**config.mk**
```make
export PLATFORM = sky130hd
export DESIGN_NAME = scan_mux
export DESIGN_NICKNAME = d
export VERILOG_FILES = /design/src/rtl/scan_mux_pkg.sv /design/src/rtl/scan_counter.sv /design/src/rtl/scan_mux.sv
export SDC_FILE = /design/constraint.sdc
export NUM_CORES = 1
export LEC_CHECK = 0
export CAP_MARGIN = 20
export CORE_MARGIN = 3
export CORE_UTILIZATION = 52
export DETAILED_ROUTE_END_ITERATION = 8
export PLACE_DENSITY = 0.83
export SETUP_SLACK_MARGIN = 0.1
export SLEW_MARGIN = 20
export SYNTH_ARGS = -nofsm -noshare
export SYNTH_HDL_FRONTEND = slang
export SYNTH_SLANG_ARGS = --single-unit
```
**constraint.sdc**
```tcl
create_clock -name clk -period 2.4 [get_ports clk]
set_input_delay 0.36 -clock clk [delete_from_list [all_inputs] [get_ports clk]]
set_output_delay 0.36 -clock clk [all_outputs]
set_load 0.005 [all_outputs]
```
**src/rtl/scan_mux_pkg.sv**
```systemverilog
`default_nettype none
// ============================================================================
// Module      : scan_mux_pkg
// Description : Shared mode encodings, counter width and clog2 helper for
//               the scan_mux block.
// Revision    : 1.0 - initial release
// ============================================================================
package scan_mux_pkg;

    localparam logic MODE_MANUAL = 1'b0;
    localparam logic MODE_SCAN   = 1'b1;

    localparam int DWELL_W = 16;

    // Ceiling log2 with a floor of 1 so a 2-channel mux still gets a 1-bit index.
    function automatic int clog2(input int value);
        int r;
        r = 0;
        for (int i = 0; i < 32; i++) begin
            if ((1 << r) < value) begin
                r = r + 1;
            end
        end
        return (r < 1) ? 1 : r;
    endfunction

endpackage
`default_nettype wire

```
**src/rtl/scan_counter.sv**
```systemverilog
`default_nettype none
// ============================================================================
// Module      : scan_counter
// Description : Scan channel / dwell counter with one-cycle wrap flag.
// Revision    : 1.0 - initial release
// ============================================================================
module scan_counter
    import scan_mux_pkg::*;
#(
    parameter  int N     = 8,
    parameter  int DWELL = 1,
    localparam int SW    = clog2(N)
) (
    input  logic          clk,
    input  logic          rst,
    input  logic          en,
    input  logic          clear,
    output logic [SW-1:0] ch,
    output logic          wrap
);

    localparam logic [SW-1:0]      c_last_ch = SW'(N - 1);
    localparam logic [DWELL_W-1:0] c_last_dc = DWELL_W'(DWELL - 1);

    logic [SW-1:0]      r_ch;
    logic [DWELL_W-1:0] r_dc;
    logic               r_wrap;
    logic               w_dwell_done;

    assign w_dwell_done = (r_dc == c_last_dc);

    // wrap is held while disabled so a gated cycle cannot swallow the pulse.
    always_ff @(posedge clk) begin
        if (rst || clear) begin
            r_ch   <= '0;
            r_dc   <= '0;
            r_wrap <= 1'b0;
        end else if (en) begin
            r_wrap <= w_dwell_done && (r_ch == c_last_ch);
            if (w_dwell_done) begin
                r_dc <= '0;
                r_ch <= (r_ch == c_last_ch) ? '0 : r_ch + 1'b1;
            end else begin
                r_dc <= r_dc + 1'b1;
            end
        end
    end

    assign ch   = r_ch;
    assign wrap = r_wrap;

endmodule
`default_nettype wire

```
**src/rtl/scan_mux.sv**
```systemverilog
`default_nettype none
// ============================================================================
// Module      : scan_mux
// Description : N-channel W-bit registered mux with manual select and
//               auto-scan modes, range checking and frame-done pulse.
// Revision    : 1.0 - initial release
// ============================================================================
module scan_mux
    import scan_mux_pkg::*;
#(
    parameter  int N     = 8,
    parameter  int W     = 1,
    parameter  int DWELL = 1,
    localparam int SW    = clog2(N)
) (
    input  logic           clk,
    input  logic           rst,
    input  logic           en,
    input  logic           mode,
    input  logic [SW-1:0]  sel,
    input  logic [N*W-1:0] in_data,
    output logic [W-1:0]   out_data,
    output logic [SW-1:0]  out_ch,
    output logic           out_valid,
    output logic           sel_err,
    output logic           frame_done
);

    logic          r_mode_q;
    logic [W-1:0]  r_out_data;
    logic [SW-1:0] r_out_ch;
    logic          r_out_valid;
    logic          r_sel_err;
    logic          r_frame_done;

    logic          w_mode_chg;
    logic          w_scan;
    logic          w_in_range;
    logic [SW-1:0] w_ch;
    logic          w_wrap;
    logic [SW-1:0] w_idx;
    logic [W-1:0]  w_data;

    assign w_scan     = (mode == MODE_SCAN);
    assign w_mode_chg = (mode != r_mode_q);
    assign w_in_range = (32'(sel) < 32'(N));
    assign w_idx      = w_scan ? w_ch : sel;

    scan_counter #(
        .N     (N),
        .DWELL (DWELL)
    ) u_counter (
        .clk   (clk),
        .rst   (rst),
        .en    (en & w_scan),
        .clear (en & w_mode_chg),
        .ch    (w_ch),
        .wrap  (w_wrap)
    );

    // Only legal indices are decoded; an out-of-range select yields zero.
    always_comb begin
        w_data = '0;
        for (int k = 0; k < N; k++) begin
            if (w_idx == SW'(k)) begin
                w_data = in_data[k*W +: W];
            end
        end
    end

    always_ff @(posedge clk) begin
        if (rst) begin
            r_mode_q     <= MODE_MANUAL;
            r_out_data   <= '0;
            r_out_ch     <= '0;
            r_out_valid  <= 1'b0;
            r_sel_err    <= 1'b0;
            r_frame_done <= 1'b0;
        end else if (!en) begin
            r_frame_done <= 1'b0;
        end else begin
            r_mode_q     <= mode;
            r_out_data   <= w_data;
            r_out_ch     <= w_idx;
            r_out_valid  <= w_scan | w_in_range;
            r_sel_err    <= ~w_scan & ~w_in_range;
            r_frame_done <= w_scan & w_wrap & ~w_mode_chg;
        end
    end

    assign out_data   = r_out_data;
    assign out_ch     = r_out_ch;
    assign out_valid  = r_out_valid;
    assign sel_err    = r_sel_err;
    assign frame_done = r_frame_done;

endmodule
`default_nettype wire

```
* After elaboration in Yosys (flattened, before gate mapping)
Cells that the tools add are included.
** Word-level totals
- Word-level logic and storage cells :: 42
- Bits of input ports :: 15
- Register bits after elaboration :: 27
- Output and inout bits :: 7
** Operators by class
- Add/sub/neg operators :: 2
- Equality and inequality tests :: 9
- Bitwise gates (word level) :: 6
- Reductions and logical operators :: 6
- Muxes and demuxes :: 11
** Operators with widths (number)
- $add A16 B1 Y16 const B :: 1
- $logic_not A16 Y1 :: 1
- $mux W16 :: 1
- $eq A3 B3 Y1 const B :: 5
- $mux W1 :: 8
- $eq A3 B2 Y1 const B :: 2
- $mux W3 :: 2
- $and A1 B1 Y1 :: 4
- $add A3 B1 Y3 const B :: 1
- $eq A3 B1 Y1 const B :: 1
- $logic_not A3 Y1 :: 1
- $not A1 Y1 :: 2
- $reduce_and A2 Y1 :: 1
- $reduce_or A2 Y1 :: 1
- $logic_and A1 B1 Y1 :: 1
- $logic_or A1 B1 Y1 :: 1
- $ne A1 B1 Y1 :: 1

* Depth between registers and ports, before layout
- Depth after elaboration :: 10
- Mapped depth :: 6

* Hierarchy
From an unflattened synthesis, not the netlist that was laid out.
** Second synthesis, totals
- Cells, all modules :: 140
- Area, all modules :: 1341.3 um^2
** By module, submodules not included
- scan_counter :: cells an instance 105, area each 975.9 um^2, times used 1
- scan_mux :: cells an instance 35, area each 365.4 um^2, times used 1

* Worst setup path before layout
No wires, ideal clock.
- Path kind :: reg-to-reg
- From :: register u_counter.r_dc[10]
- To :: register u_counter.r_dc[0]
- Arrival time :: 1.616 ns
- Period minus slack after synthesis :: 1.733 ns
- Data required time :: 2.283 ns
- Setup slack :: 0.667 ns
- Setup time :: 0.117 ns
- Path buffers :: 1
- Cell stages (with the launch flop) :: 6
- Cell sequence :: dfxtp_1 > or4_4 > nand4bb_4 > o21bai_2 > buf_2 > nor2_1
** Between the ends
- Longest elaborated chain between the ends :: 2
** RTL lines
- from (decl) :: RTL line scan_counter.sv:26 : logic [DWELL_W-1:0] r_dc;
- from (signal assigned) :: RTL line scan_counter.sv:44 : r_dc <= r_dc + 1'b1;
- $logic_not A16 Y1 :: RTL line scan_counter.sv:30 : assign w_dwell_done = (r_dc == c_last_dc);
- $mux W16 :: RTL line scan_counter.sv:40 : if (w_dwell_done) begin
Every way passes these cells.
A chain may end at the register's enable or synchronous reset.

* Final worst setup path
- From :: register u_counter.r_dc[4]
- To :: register u_counter.r_dc[6]
** Between the ends
- Longest elaborated chain between the ends :: 2
- Elaborated cells on any way between the ends :: 3
- Classes of those cells :: add/sub (1); mux (1); reduce/logical (1)
** RTL lines (RTL line)
- $add A16 B1 Y16 or $logic_not A16 Y1 (tied branches) :: scan_counter.sv:44, scan_counter.sv:30
- $mux W16 (*) :: scan_counter.sv:40
Every way passes the cells marked *; elsewhere a longest branch is shown, timed or not.

==> impl_summary.md <==
STA
Static timing analysis puts the maximum clock frequency at 495.1 MHz. Setup violations remaining at the end of the flow were counted as 0. The count of pins over their slew limit came to 0. Headroom to the max-slew limit came out at between 50% and 60%. The setup TNS is 0 ns. The shortest period the worst path allows is just over 2 ns. The actual transition at the worst max-transition pin is between 0.7 and 0.8 ns.

The final hold violation count is 0. In the finished design, the share of the clock period the worst path needs comes to 84.15%. Between clock sinks in the finished design, the worst skew comes to ~0.011 ns. Setup repair after global routing left no endpoint under its margin.

Final layout
The proportion of layout cells with a drive suffix above 1 is a little under a tenth. The area overhead of the layout relative to synthesis is 17.70%. Excluding fillers, the count of instances in the completed layout stands at between 150 and 200. 0 antenna diodes ended up in the layout. The final layout contains approximately 190 nets.

Power
The power density over cell area is approximately 490 nW/um^2. The maximum ir drop on the vdd rail is approximately 0.35 mV. In this run the static leakage power is 0.5402 nW.

Synth
Summing the sequential cell areas from Yosys gives roughly two fifths of the chip area. The share of the synthesized area in the top cell type is around two fifths. In this run the mean area of a mapped cell was between 9 and 10 sq um. The synthesized net count is approximately 170. The fraction of registers with async set or reset after synthesis is 0%. dfxtp_1 takes more of the synthesized area than any other cell. Synthesis produced around 150 cells.

The number of distinct standard cells referenced by the synthesized netlist is 38. The predominant post-synthesis flop cell is dfxtp_1. By area the synthesized netlist is led by dfxtp_1 (40%), a21oi_1 (4.9%), nor2_1 (4.2%). The number of synthesized register bits is 27. The number of enable flip-flop cells after synthesis is 0. The most instantiated library cell after synthesis is dfxtp_1. The synthesized netlist occupies a cell area of 1336 sq um. During synthesis, Yosys emitted a total of 0 warnings.

By count the netlist is led by dfxtp_1 (27), nor2_1 (15), a21oi_1 (13).

Global routing
The total overflow left after global routing is 0. The global-route wire length before repair is 5030 um. The via count of the first global-routing pass is around 1,100. The maximum number of pins on one net before global-route repair is 17. The number of antenna violations at the first check in global routing was 0. The overall fraction of global-route tracks in use is 19.79%.

CTS
Once the clock tree was built, the setup fixing pass inserted 0 buffers. The maximum buffer depth of the clock tree is 2. Counting every sink on the clock net gives 27.

CTS placed an instance of clkbuf_4 at the clock tree root. The level count of the clock H-tree is 1. The TritonCTS buffer count is 3. TritonCTS built the clock tree. The later pin in the worst-skew pair is clocked with a latency of 0.34 ns.

The hold buffer count at cts is 0. The number of instances resized during post-cts repair is 0. After clock tree synthesis, the clock-pin slew on the worst setup and hold paths is 0.16 ns.

Placement
The final RePlAce weighted congestion is slightly below 0.8. The number of buffer cells added on primary ports is 20. Including well taps, the total number of placed cells is 189. After legalization and detailed placement, the total HPWL measured 2190 um.

Min path
The worst min-delay path class is reg -> reg. The sink of the worst hold path is frame_done. The number of cells on the worst hold path is 2. The worst hold path startpoint is u_counter.wrap.

Worst setup path
The reg-to-reg critical path startpoint is u_counter.r_dc[4]. The signal on the critical path passes through nor4_1 > nand4bb_4 > o21bai_2 > nor2_1. The worst setup path is of the reg -> reg kind. For flop-to-flop paths, the worst setup slack is between 0.3 and 0.4 ns. The element type at the critical path end is a register.

For this run, the slowest stage of the critical path takes 0.66 ns. Data arrives at the worst endpoint at 2.24 ns. The number of cell instances on the worst register-to-register path is 4. STA classifies the critical path startpoint as a register. The cell type of the slowest stage on the worst timing path is nor4_1.

The maximum net fanout on the critical path is 16. At the worst endpoint, the required time is 2.62 ns. The reg-to-reg endpoint is u_counter.r_dc[6].

Floorplanning
The total core area is 2318 sq um. After floorplanning, the core was divided into 17 placement rows. In this run the horizontal extent of the chip is 56.69 um. During I/O placement, the number of pins put on the boundary was 22. The effective utilization at floorplan is 57.64%.

The die is around 57 um tall. The die covers approximately 3200 sq um.

Detailed routing
The routed via count divided by cell count is between 5 and 6. The final route contains ~1,100 vias. The pre-antenna-repair detailed-routing pass consisted of 4 iterations. After the first detailed-routing iteration, the DRC count stood at 51. In the final routed layout, each cell accounts on average for roughly 15 um. The antenna violation net count after detailed routing is 0. The overall routed net length is around 3000 um. For this run, design rule violations remaining after detail routing come to 0.

Run
The number of maximum-capacitance violations is 0.

Status
The flow ran to the end, and the final reports show no timing, DRC or antenna violations.
==> report_power, final <==
| part | switching (mW) | internal (mW) | total (mW) |
|---|---|---|---|
| Sequential | 0.00660 | 0.458 | 0.464 |
| Combinational | 0.0431 | 0.0571 | 0.100 |
| Clock | 0.147 | 0.0640 | 0.211 |
| Total | 0.197 | 0.579 | 0.776 |
==> state kept, by name, indices dropped and copies added, names as in the netlist <==
| name | cells |
|---|---|
| u_counter.r_dc | 16 |
| out_ch | 3 |
| u_counter.ch | 3 |
| frame_done | 1 |
| out_data | 1 |
| out_valid | 1 |
| r_mode_q | 1 |
| u_counter.wrap | 1 |
==> cell type report <==
| type | instances | area, sq um |
|---|---|---|
| flip-flops and latches | 27 | 540.5 |
| inverters | 2 | 7.507 |
| well taps | 28 | 35.03 |
| repair buffers | 23 | 222.7 |
| multi-input cells | 109 | 737.0 |
| fillers | 197 | 745.7 |
| clock buffers | 3 | 22.52 |
| clock inverters | 1 | 7.507 |
==> logic make-up after synthesis <==
kind of cell / count (synthesis) / synth area share (%)
AO/OA/AOI/OAI: 29 / 12.92
XOR/XNOR: 9 / 5.899
adder cells (fa/ha/maj): 4 / 3.745
buffers and inverters: 10 / 4.400
flip-flops: 27 / 40.45
multiplexers: 6 / 6.367
other: 1 / 0.2806
AND/OR/NAND/NOR: 60 / 25.94
==> placed cells by master (no fill, tap or decap), types with 4 or more instances in the layout <==
master,Yosys,final
ha_1,4,4
mux2i_1,4,4
a21oi_1,13,13
or4_1,4,4
clkdlybuf4s50_1,0,20
nor2_1,15,15
nand3_1,8,8
nand2_1,11,11
o21ai_0,7,7
a211oi_1,4,4
xor2_1,6,6
dfxtp_1,27,27
==> through the flow <==
step / power, mW / utilization (%) / area (sq um) / hold slack, ns / setup slack (ns)
after floorplan: 0.5275 / - / 1336 / 0.4144 / 0.6669
after global placement: 0.5689 / 66.54 / 1543 / 0.4481 / 0.2010
after detailed placement: 0.5736 / 66.54 / 1543 / 0.4430 / 0.1138
after CTS: 0.7801 / 67.84 / 1573 / 0.4636 / 0.4058
after global routing: 0.8107 / 67.84 / 1573 / 0.4836 / 0.2712
final: 0.7756 / 67.84 / 1573 / 0.4620 / 0.3803
==> critical path, delay by kind of cell, from the launching register on <==
family	cells	cell delay, ns
AOI/OAI and AO/OA	1	0.56
DFF	1	0.38
and+or+nand+nor	3	0.96
==> how the worst max path moves through the flow <==
| stage | start | endpoint | slack [ns] | depth (start not counted) |
|---|---|---|---|---|
| after global routing | u_counter.r_dc[10] | u_counter.r_dc[14] | 0.27 | 4 |
| after floorplan | u_counter.r_dc[10] | u_counter.r_dc[0] | 0.67 | 5 |
| after detailed placement | mode | out_data | 0.11 | 5 |
| after global placement | mode | out_data | 0.20 | 5 |
| final | u_counter.r_dc[4] | u_counter.r_dc[6] | 0.38 | 4 |
| after CTS | u_counter.r_dc[10] | u_counter.r_dc[6] | 0.41 | 4 |
==> routing by layer <==
metal,GRT usage [%],vias up,wire length (um)
met4,10.85,0,77
met3,4.138,7,116
met2,31.52,19,1417
li1,-,567,-
met5,0,-,0
met1,24.65,545,1324
No activity file was read; power rests on OpenSTA's default activity.
